==> config.mk <==
export PLATFORM = sky130hd
export DESIGN_NAME = fpu_addsub_param
export DESIGN_NICKNAME = d
export VERILOG_FILES = /design/src/rtl/fpu_addsub_param.sv
export SDC_FILE = /design/constraint.sdc
export NUM_CORES = 1
export LEC_CHECK = 0
export CORE_MARGIN = 10
export CORE_UTILIZATION = 45
export CTS_BUF_LIST = sky130_fd_sc_hd__clkbuf_4 sky130_fd_sc_hd__clkbuf_8
export DETAILED_ROUTE_END_ITERATION = 16
export GPL_ROUTABILITY_DRIVEN = 0
export PLACE_DENSITY = 0.68
export SETUP_SLACK_MARGIN = 0.1
export SKIP_CTS_REPAIR_TIMING = 1
export SYNTH_ARGS = -nofsm -noshare
export SYNTH_HDL_FRONTEND = slang
export SYNTH_SLANG_ARGS = --single-unit
==> constraint.sdc <==
create_clock -name clk -period 7.6 [get_ports clk]
set_clock_uncertainty 0.15 [all_clocks]
set_input_delay 0.76 -clock clk [delete_from_list [all_inputs] [get_ports clk]]
set_output_delay 0.76 -clock clk [all_outputs]
set_load 0.01 [all_outputs]
==> src/rtl/fpu_addsub_param.sv <==
// fpu_addsub_param: parametrised IEEE-754 adder/subtractor, fixed latency.
// Pipeline of one state per cycle: IDLE, UNPACK, ALIGN, ADD, NORM, ROUND, OUT.
// NaN/Inf operands skip from UNPACK straight to OUT.
// Ports:
//   clk, rst (async, active low)
//   input_a, input_b, input_op (0 add, 1 sub), input_stb / input_ack
//   output_z, output_flags {invalid, overflow, underflow, inexact},
//   output_z_stb / output_z_ack
module fpu_addsub_param #(
  parameter int EXP_W = 8,
  parameter int MAN_W = 23,
  localparam int W = 1 + EXP_W + MAN_W
) (
  input  logic         clk,
  input  logic         rst,
  input  logic [W-1:0] input_a,
  input  logic [W-1:0] input_b,
  input  logic         input_op,
  input  logic         input_stb,
  output logic         input_ack,
  output logic [W-1:0] output_z,
  output logic [3:0]   output_flags,
  output logic         output_z_stb,
  input  logic         output_z_ack
);

  // Significand layout: {hidden, fraction, guard, round, sticky}
  localparam int SW     = MAN_W + 4;
  localparam int XW     = EXP_W + 1;
  localparam int SH_MAX = MAN_W + 3;
  localparam logic [XW-1:0] EXP_INF = {1'b0, {EXP_W{1'b1}}};
  localparam logic [W-1:0]  QNAN    = {1'b0, {EXP_W{1'b1}}, 1'b1, {(MAN_W-1){1'b0}}};

  typedef enum logic [2:0] {IDLE, UNPACK, ALIGN, ADD, NORM, ROUND, OUT} state_t;

  state_t state, next_state;

  logic [W-1:0]     a_q, b_q;
  logic             sign_big, sub_q, res_sign;
  logic [EXP_W-1:0] exp_big, diff;
  logic [SW-1:0]    sig_big, sig_small, norm_sig;
  logic [SW:0]      sum_q;
  logic [XW-1:0]    norm_exp;

  // Operand classification
  logic             sa, sb;
  logic [EXP_W-1:0] ea_f, eb_f, ea, eb;
  logic [MAN_W-1:0] fa, fb;
  logic [MAN_W:0]   ma, mb;
  logic             a_spec, b_spec, a_nan, b_nan, a_snan, b_snan, a_bigger;

  assign {sa, ea_f, fa} = a_q;
  assign {sb, eb_f, fb} = b_q;
  assign a_spec   = &ea_f;
  assign b_spec   = &eb_f;
  assign a_nan    = a_spec & (|fa);
  assign b_nan    = b_spec & (|fb);
  assign a_snan   = a_nan & ~fa[MAN_W-1];
  assign b_snan   = b_nan & ~fb[MAN_W-1];
  // Denormals use effective exponent 1 with a zero hidden bit
  assign ea       = (ea_f == '0) ? {{(EXP_W-1){1'b0}}, 1'b1} : ea_f;
  assign eb       = (eb_f == '0) ? {{(EXP_W-1){1'b0}}, 1'b1} : eb_f;
  assign ma       = {|ea_f, fa};
  assign mb       = {|eb_f, fb};
  assign a_bigger = {ea, ma} >= {eb, mb};

  logic [W-1:0] spec_z;
  logic [3:0]   spec_flags;

  always_comb begin
    spec_z     = '0;
    spec_flags = '0;
    if (a_nan || b_nan) begin
      spec_z        = QNAN;
      spec_flags[3] = a_snan | b_snan;
    end else if (a_spec && b_spec && (sa != sb)) begin
      spec_z        = QNAN;
      spec_flags[3] = 1'b1;
    end else if (a_spec) begin
      spec_z = a_q;
    end else if (b_spec) begin
      spec_z = b_q;
    end
  end

  // Alignment: bits pushed below the sticky slot are folded into it
  logic [31:0]   sh;
  logic [SW-1:0] shifted, lost_mask, aligned;

  always_comb begin
    sh        = (32'(diff) > 32'(SH_MAX)) ? 32'(SH_MAX) : 32'(diff);
    shifted   = sig_small >> sh;
    lost_mask = (SW'(1) << sh) - SW'(1);
    aligned   = {shifted[SW-1:1], shifted[0] | (|(sig_small & lost_mask))};
  end

  logic [SW:0] sum_d;
  assign sum_d = sub_q ? ({1'b0, sig_big} - {1'b0, sig_small})
                       : ({1'b0, sig_big} + {1'b0, sig_small});

  // Normalisation: left shift is clamped so the exponent stays >= 1,
  // which leaves tiny results as denormals with a zero hidden bit
  logic [31:0]   lzc, lim, lsh;
  logic [SW-1:0] norm_sig_d;
  logic [XW-1:0] norm_exp_d;

  always_comb begin
    lzc = 32'(SW);
    for (int i = 0; i < SW; i++) begin
      if (sum_q[i]) lzc = 32'(SW - 1 - i);
    end
    lim = 32'(exp_big) - 32'd1;
    lsh = (lzc < lim) ? lzc : lim;
    if (sum_q[SW]) begin
      norm_sig_d = {sum_q[SW:2], sum_q[1] | sum_q[0]};
      norm_exp_d = {1'b0, exp_big} + XW'(1);
    end else begin
      norm_sig_d = sum_q[SW-1:0] << lsh;
      norm_exp_d = {1'b0, exp_big} - XW'(lsh);
    end
  end

  logic [MAN_W:0]   mant;
  logic [MAN_W+1:0] mant_r;
  logic [MAN_W-1:0] frac_r;
  logic [XW-1:0]    exp_r;
  logic             inexact, round_up, hidden;
  logic [W-1:0]     round_z;
  logic [3:0]       round_flags;

  always_comb begin
    mant     = norm_sig[SW-1:3];
    inexact  = |norm_sig[2:0];
    round_up = norm_sig[2] & (norm_sig[1] | norm_sig[0] | mant[0]);
    mant_r   = {1'b0, mant} + {{(MAN_W+1){1'b0}}, round_up};
    if (mant_r[MAN_W+1]) begin
      exp_r  = norm_exp + XW'(1);
      frac_r = mant_r[MAN_W:1];
      hidden = 1'b1;
    end else begin
      exp_r  = norm_exp;
      frac_r = mant_r[MAN_W-1:0];
      hidden = mant_r[MAN_W];
    end
    round_z     = {res_sign, (hidden ? exp_r[EXP_W-1:0] : {EXP_W{1'b0}}), frac_r};
    round_flags = {2'b00, ~hidden & inexact, inexact};
    if (hidden && (exp_r >= EXP_INF)) begin
      round_z     = {res_sign, {EXP_W{1'b1}}, {MAN_W{1'b0}}};
      round_flags = 4'b0101;
    end
  end

  always_comb begin
    next_state = state;
    case (state)
      IDLE:    if (input_stb && input_ack) next_state = UNPACK;
      UNPACK:  next_state = (a_spec || b_spec) ? OUT : ALIGN;
      ALIGN:   next_state = ADD;
      ADD:     next_state = NORM;
      NORM:    next_state = ROUND;
      ROUND:   next_state = OUT;
      OUT:     if (output_z_ack) next_state = IDLE;
      default: next_state = IDLE;
    endcase
  end

  // input_ack is registered so it stays low for the first edge after reset
  always_ff @(posedge clk or negedge rst) begin
    if (!rst) begin
      state     <= IDLE;
      input_ack <= 1'b0;
    end else begin
      state     <= next_state;
      input_ack <= (next_state == IDLE);
    end
  end

  always_ff @(posedge clk or negedge rst) begin
    if (!rst) begin
      a_q          <= '0;
      b_q          <= '0;
      sign_big     <= 1'b0;
      sub_q        <= 1'b0;
      res_sign     <= 1'b0;
      exp_big      <= '0;
      diff         <= '0;
      sig_big      <= '0;
      sig_small    <= '0;
      sum_q        <= '0;
      norm_sig     <= '0;
      norm_exp     <= '0;
      output_z     <= '0;
      output_flags <= '0;
      output_z_stb <= 1'b0;
    end else begin
      case (state)
        IDLE: begin
          if (input_stb && input_ack) begin
            a_q <= input_a;
            b_q <= {input_b[W-1] ^ input_op, input_b[W-2:0]};
          end
        end
        UNPACK: begin
          if (a_spec || b_spec) begin
            output_z     <= spec_z;
            output_flags <= spec_flags;
            output_z_stb <= 1'b1;
          end
          sub_q <= sa ^ sb;
          if (a_bigger) begin
            sign_big  <= sa;
            exp_big   <= ea;
            diff      <= ea - eb;
            sig_big   <= {ma, 3'b000};
            sig_small <= {mb, 3'b000};
          end else begin
            sign_big  <= sb;
            exp_big   <= eb;
            diff      <= eb - ea;
            sig_big   <= {mb, 3'b000};
            sig_small <= {ma, 3'b000};
          end
        end
        ALIGN: sig_small <= aligned;
        ADD: begin
          sum_q    <= sum_d;
          // Exact cancellation gives +0; equal-sign zeros keep their sign
          res_sign <= (sub_q && (sum_d == '0)) ? 1'b0 : sign_big;
        end
        NORM: begin
          norm_sig <= norm_sig_d;
          norm_exp <= norm_exp_d;
        end
        ROUND: begin
          output_z     <= round_z;
          output_flags <= round_flags;
          output_z_stb <= 1'b1;
        end
        OUT: if (output_z_ack) output_z_stb <= 1'b0;
        default: ;
      endcase
    end
  end

endmodule

==> summary.md <==
| Metric | Value |
|---|---|
| TritonCTS clock tree | `yes` |
| Fill cell count | `4016` |
| CTS sink count | `239` |
| FMAX | `151.3 MHz` |
| Initial antenna violation count | `0` |
| Area Growth Syn to Fin | `10.56%` |
| FF-to-FF setup slack | `about 0.99 ns` |
| Mapped Cells | `between 2k and 2.5k` |
| Maximum fanout along the worst path | `42` |
| Layout cell share with drive strength beyond 1 | `just under 8%` |
| CTS Buf Count | `44` |
| Clock tree buffer depth | `3` |
| Arrival time of the worst setup path | `6.93 ns` |
| Xor/xnor cell area share of the yosys netlist | `4.280%` |
| Worst-margin pin slew | `around 1.1 ns` |
| Outcome | `complete, no violations` |
| Critical R2R Launch | `sum_q[1]` |
| Number of nets in the layout | `2547` |
| Initial Util | `45.48%` |
| First-pass GRT wire length | `97.48 mm` |
| Multiplexer share of the synthesized area | `7.369%` |
| Clock-pin slew on the worst setup and hold paths | `0.06 ns` |
| Drt first-iter violations | `1832` |
| Die ar. | `0.05092 mm^2` |
| Max cap viols | `0` |
| Synth cell types | `99` |
| Number of global-route vias before repair | `~18k` |
| Synth Flop Type | `dfrtp_1` |
| R2R depth | `27` |
| Die Span Y | `approximately 230 um` |
| Detail Placement HPWL | `45.36 mm` |
| YS warnings | `0` |
| Die X-Extent | `225.7 um` |
| Area share of the largest cell type after synthesis | `31.42%` |
| Mapped Avg Cell Area | `7.888 um^2` |
| Syn nets | `2567` |
| Area occupied by multi-input gates | `0.01195 mm^2` |
| Number of inserted diodes | `0` |
| Synth area leaders | `dfrtp_1, nand2_1, o21ai_0` |
| Total track usage | `23.58%` |
| DR pass1 iterations | `8` |
| Routed WL | `60.81 mm` |
| Largest net degree at the start of global routing | `149` |
| Worst slew margin | `25.84%` |
| Final Hold Viols | `0` |
| Cell area after synthesis | `0.01903 mm^2` |
| Fin crit share | `86.96%` |
| Final Critical Period | `6.609 ns` |
| Final setup viols | `0` |
| Global route overflow | `0` |
| WL/cell | `20.54 um` |
| Worst skew pair latency | `0.63 ns` |
| I/O Buffers | `around 110` |
| Crit. End Element | `flop` |
| Slew Viols, Final | `0` |
| Cell Rows | `75` |
| Antenna Nets Post-Route | `0` |
| Simple-Gate Fraction of Synth Area | `20.23%` |
| Htree depth | `2` |
| Compound-Gate Fraction of Synth Area | `24.98%` |
| Sequential-to-total area share from yosys stat | `between 30% and 40%` |
| Top-Level Pins | `107` |
| Clock root buffer | `clkbuf_8` |
| Vias per cell | `6.250` |
| Worst min-delay path category | `primary input to async pin` |
| Critical Path Source Type | `flop` |
| Area leader, netlist | `dfrtp_1` |
| FF+latch count, synth | `around 240` |
| Total number of vias | `18.50k` |
| RSZ-0062 raised after global routing | `false` |
| # DRC | `0` |
| Post-synth EDFFs | `0` |
| Synth async-reset ratio | `100.0%` |
| Setup TNS | `0 ns` |
| Kind of critical path | `flop to flop` |
| Required time worst endpoint | `7.93 ns` |
| Largest family of logic cells by synthesized area | `compound AO/OA/AOI/OAI gates` |
| Area of the core | `approximately 0.042 mm^2` |
| Post-synthesis adder-cell area fraction | `around 5.7%` |
| R2r endpoint | `norm_exp[8]` |
| Area occupied by registers | `~0.006 mm^2` |
-- critical path, cell delays in order, from the launching register on --
cell      delay [ns]
dfrtp_1         0.58
nor2_1          0.09
o311ai_2        0.26
a311oi_2        0.19
or4_4           0.56
nand2_4         0.13
inv_2           0.14
ha_1            0.36
a22o_1          0.20
nor4_2          0.37
o211a_4         0.57
nor2_4          0.14
o21ai_4         0.14
buf_4           0.25
inv_1           0.18
ha_1            0.27
xnor2_1         0.17
nor2_1          0.06
ha_1            0.33
nor2b_1         0.14
o21ai_0         0.14
nand2b_1        0.12
a21oi_1         0.19
o21bai_1        0.11
a21o_1          0.20
a21oi_1         0.18
xor2_1          0.15
o21ai_0         0.08
-- worst max path at each step --
stage | start | to | slack, ns | depth (start not counted)
2_1_floorplan | sum_q[3] | norm_exp[8] | 2.02 | 29
3_3_place_gp | sum_q[3] | norm_exp[8] | 1.38 | 26
3_5_place_dp | sum_q[1] | norm_exp[8] | 1.16 | 27
4_1_cts | sum_q[1] | norm_exp[8] | 1.11 | 27
5_1_grt | sum_q[1] | norm_exp[8] | 0.57 | 27
6_report | sum_q[1] | norm_exp[8] | 0.99 | 27
-- routing by layer --
metal | global-route usage (%) | share of wire (%) | up-vias
met5 | 0 | 0 | -
met4 | 11.24 | 4.9 | 0
met3 | 4.047 | 7.3 | 210
met2 | 38.22 | 46 | 854
met1 | 30.01 | 41 | 8778
li1 | - | - | 8659
-- cells in the final DEF (no fill, tap or decap), types with 47 or more instances in the layout --
| cell | n |
|---|---|
| dfrtp_1 | 239 |
| nor3_1 | 54 |
| mux2i_1 | 103 |
| nand2_1 | 337 |
| clkbuf_8 | 50 |
| ha_1 | 82 |
| o21ai_0 | 221 |
| nand3_1 | 47 |
| a21oi_1 | 202 |
| clkdlybuf4s50_1 | 105 |
| nor2_1 | 221 |
| inv_1 | 75 |
| xnor2_1 | 62 |
-- registers in the layout, indices dropped and copies added (netlist names), 3 cells and up --
name,cells
output_flags,4
diff,8
exp_big,8
norm_exp,9
sum_q,28
sig_small,27
sig_big,24
state,3
norm_sig,27
output_z,32
a_q,32
b_q,32
-- cells in the mapped netlist, types with 21 or more instances --
| cell | instances |
|---|---|
| nor3_1 | 55 |
| a31oi_1 | 28 |
| dfrtp_1 | 239 |
| inv_1 | 75 |
| o21ai_0 | 222 |
| xor2_1 | 31 |
| and3_1 | 21 |
| mux2_2 | 30 |
| nand3_1 | 47 |
| clkbuf_1 | 134 |
| o211ai_1 | 24 |
| nand4_1 | 24 |
| mux2i_1 | 103 |
| nand2_1 | 337 |
| nor2_1 | 223 |
| a21oi_1 | 202 |
| buf_2 | 40 |
| nor4_1 | 30 |
| o22ai_1 | 35 |
| ha_1 | 82 |
| a211oi_1 | 36 |
| xnor2_1 | 62 |
| a21o_1 | 29 |
-- final cells by class --
| cell class | count | share of cell area [%] |
|---|---|---|
| clock buffer | 63 | 3.734 |
| clock inverter | 11 | 0.4816 |
| inverter | 78 | 1.391 |
| multi-input combinational | 1900 | 56.78 |
| sequential | 239 | 28.42 |
| tap | 539 | 3.205 |
| timing repair buffer | 130 | 5.982 |
-- through the flow --
step	hold WS, ns	setup WS [ns]	instance area [um^2]	std cells	utilization, %
global route	0.05555	0.5682	21040	2960	50.28
floorplan	0.2992	2.022	19030	2413	-
detailed placement	0.3210	1.162	20160	2886	48.16
finish	0.01465	0.9907	21040	2960	50.28
CTS	0.01622	1.114	21040	2960	50.28
global placement	0.3153	1.380	20160	2886	48.16
-- cell families (layout without fill, tap and decap cells) --
logic type	count (synthesis)	count (layout)
flops	239	239
fa+ha+maj	85	85
simple gates	841	841
buf+inv	274	282
mux	135	135
xor+xnor	93	93
compound gates	746	746
Power is not shown: default switching activity piles up to over one toggle a cycle in this logic, so the estimate is an artifact.
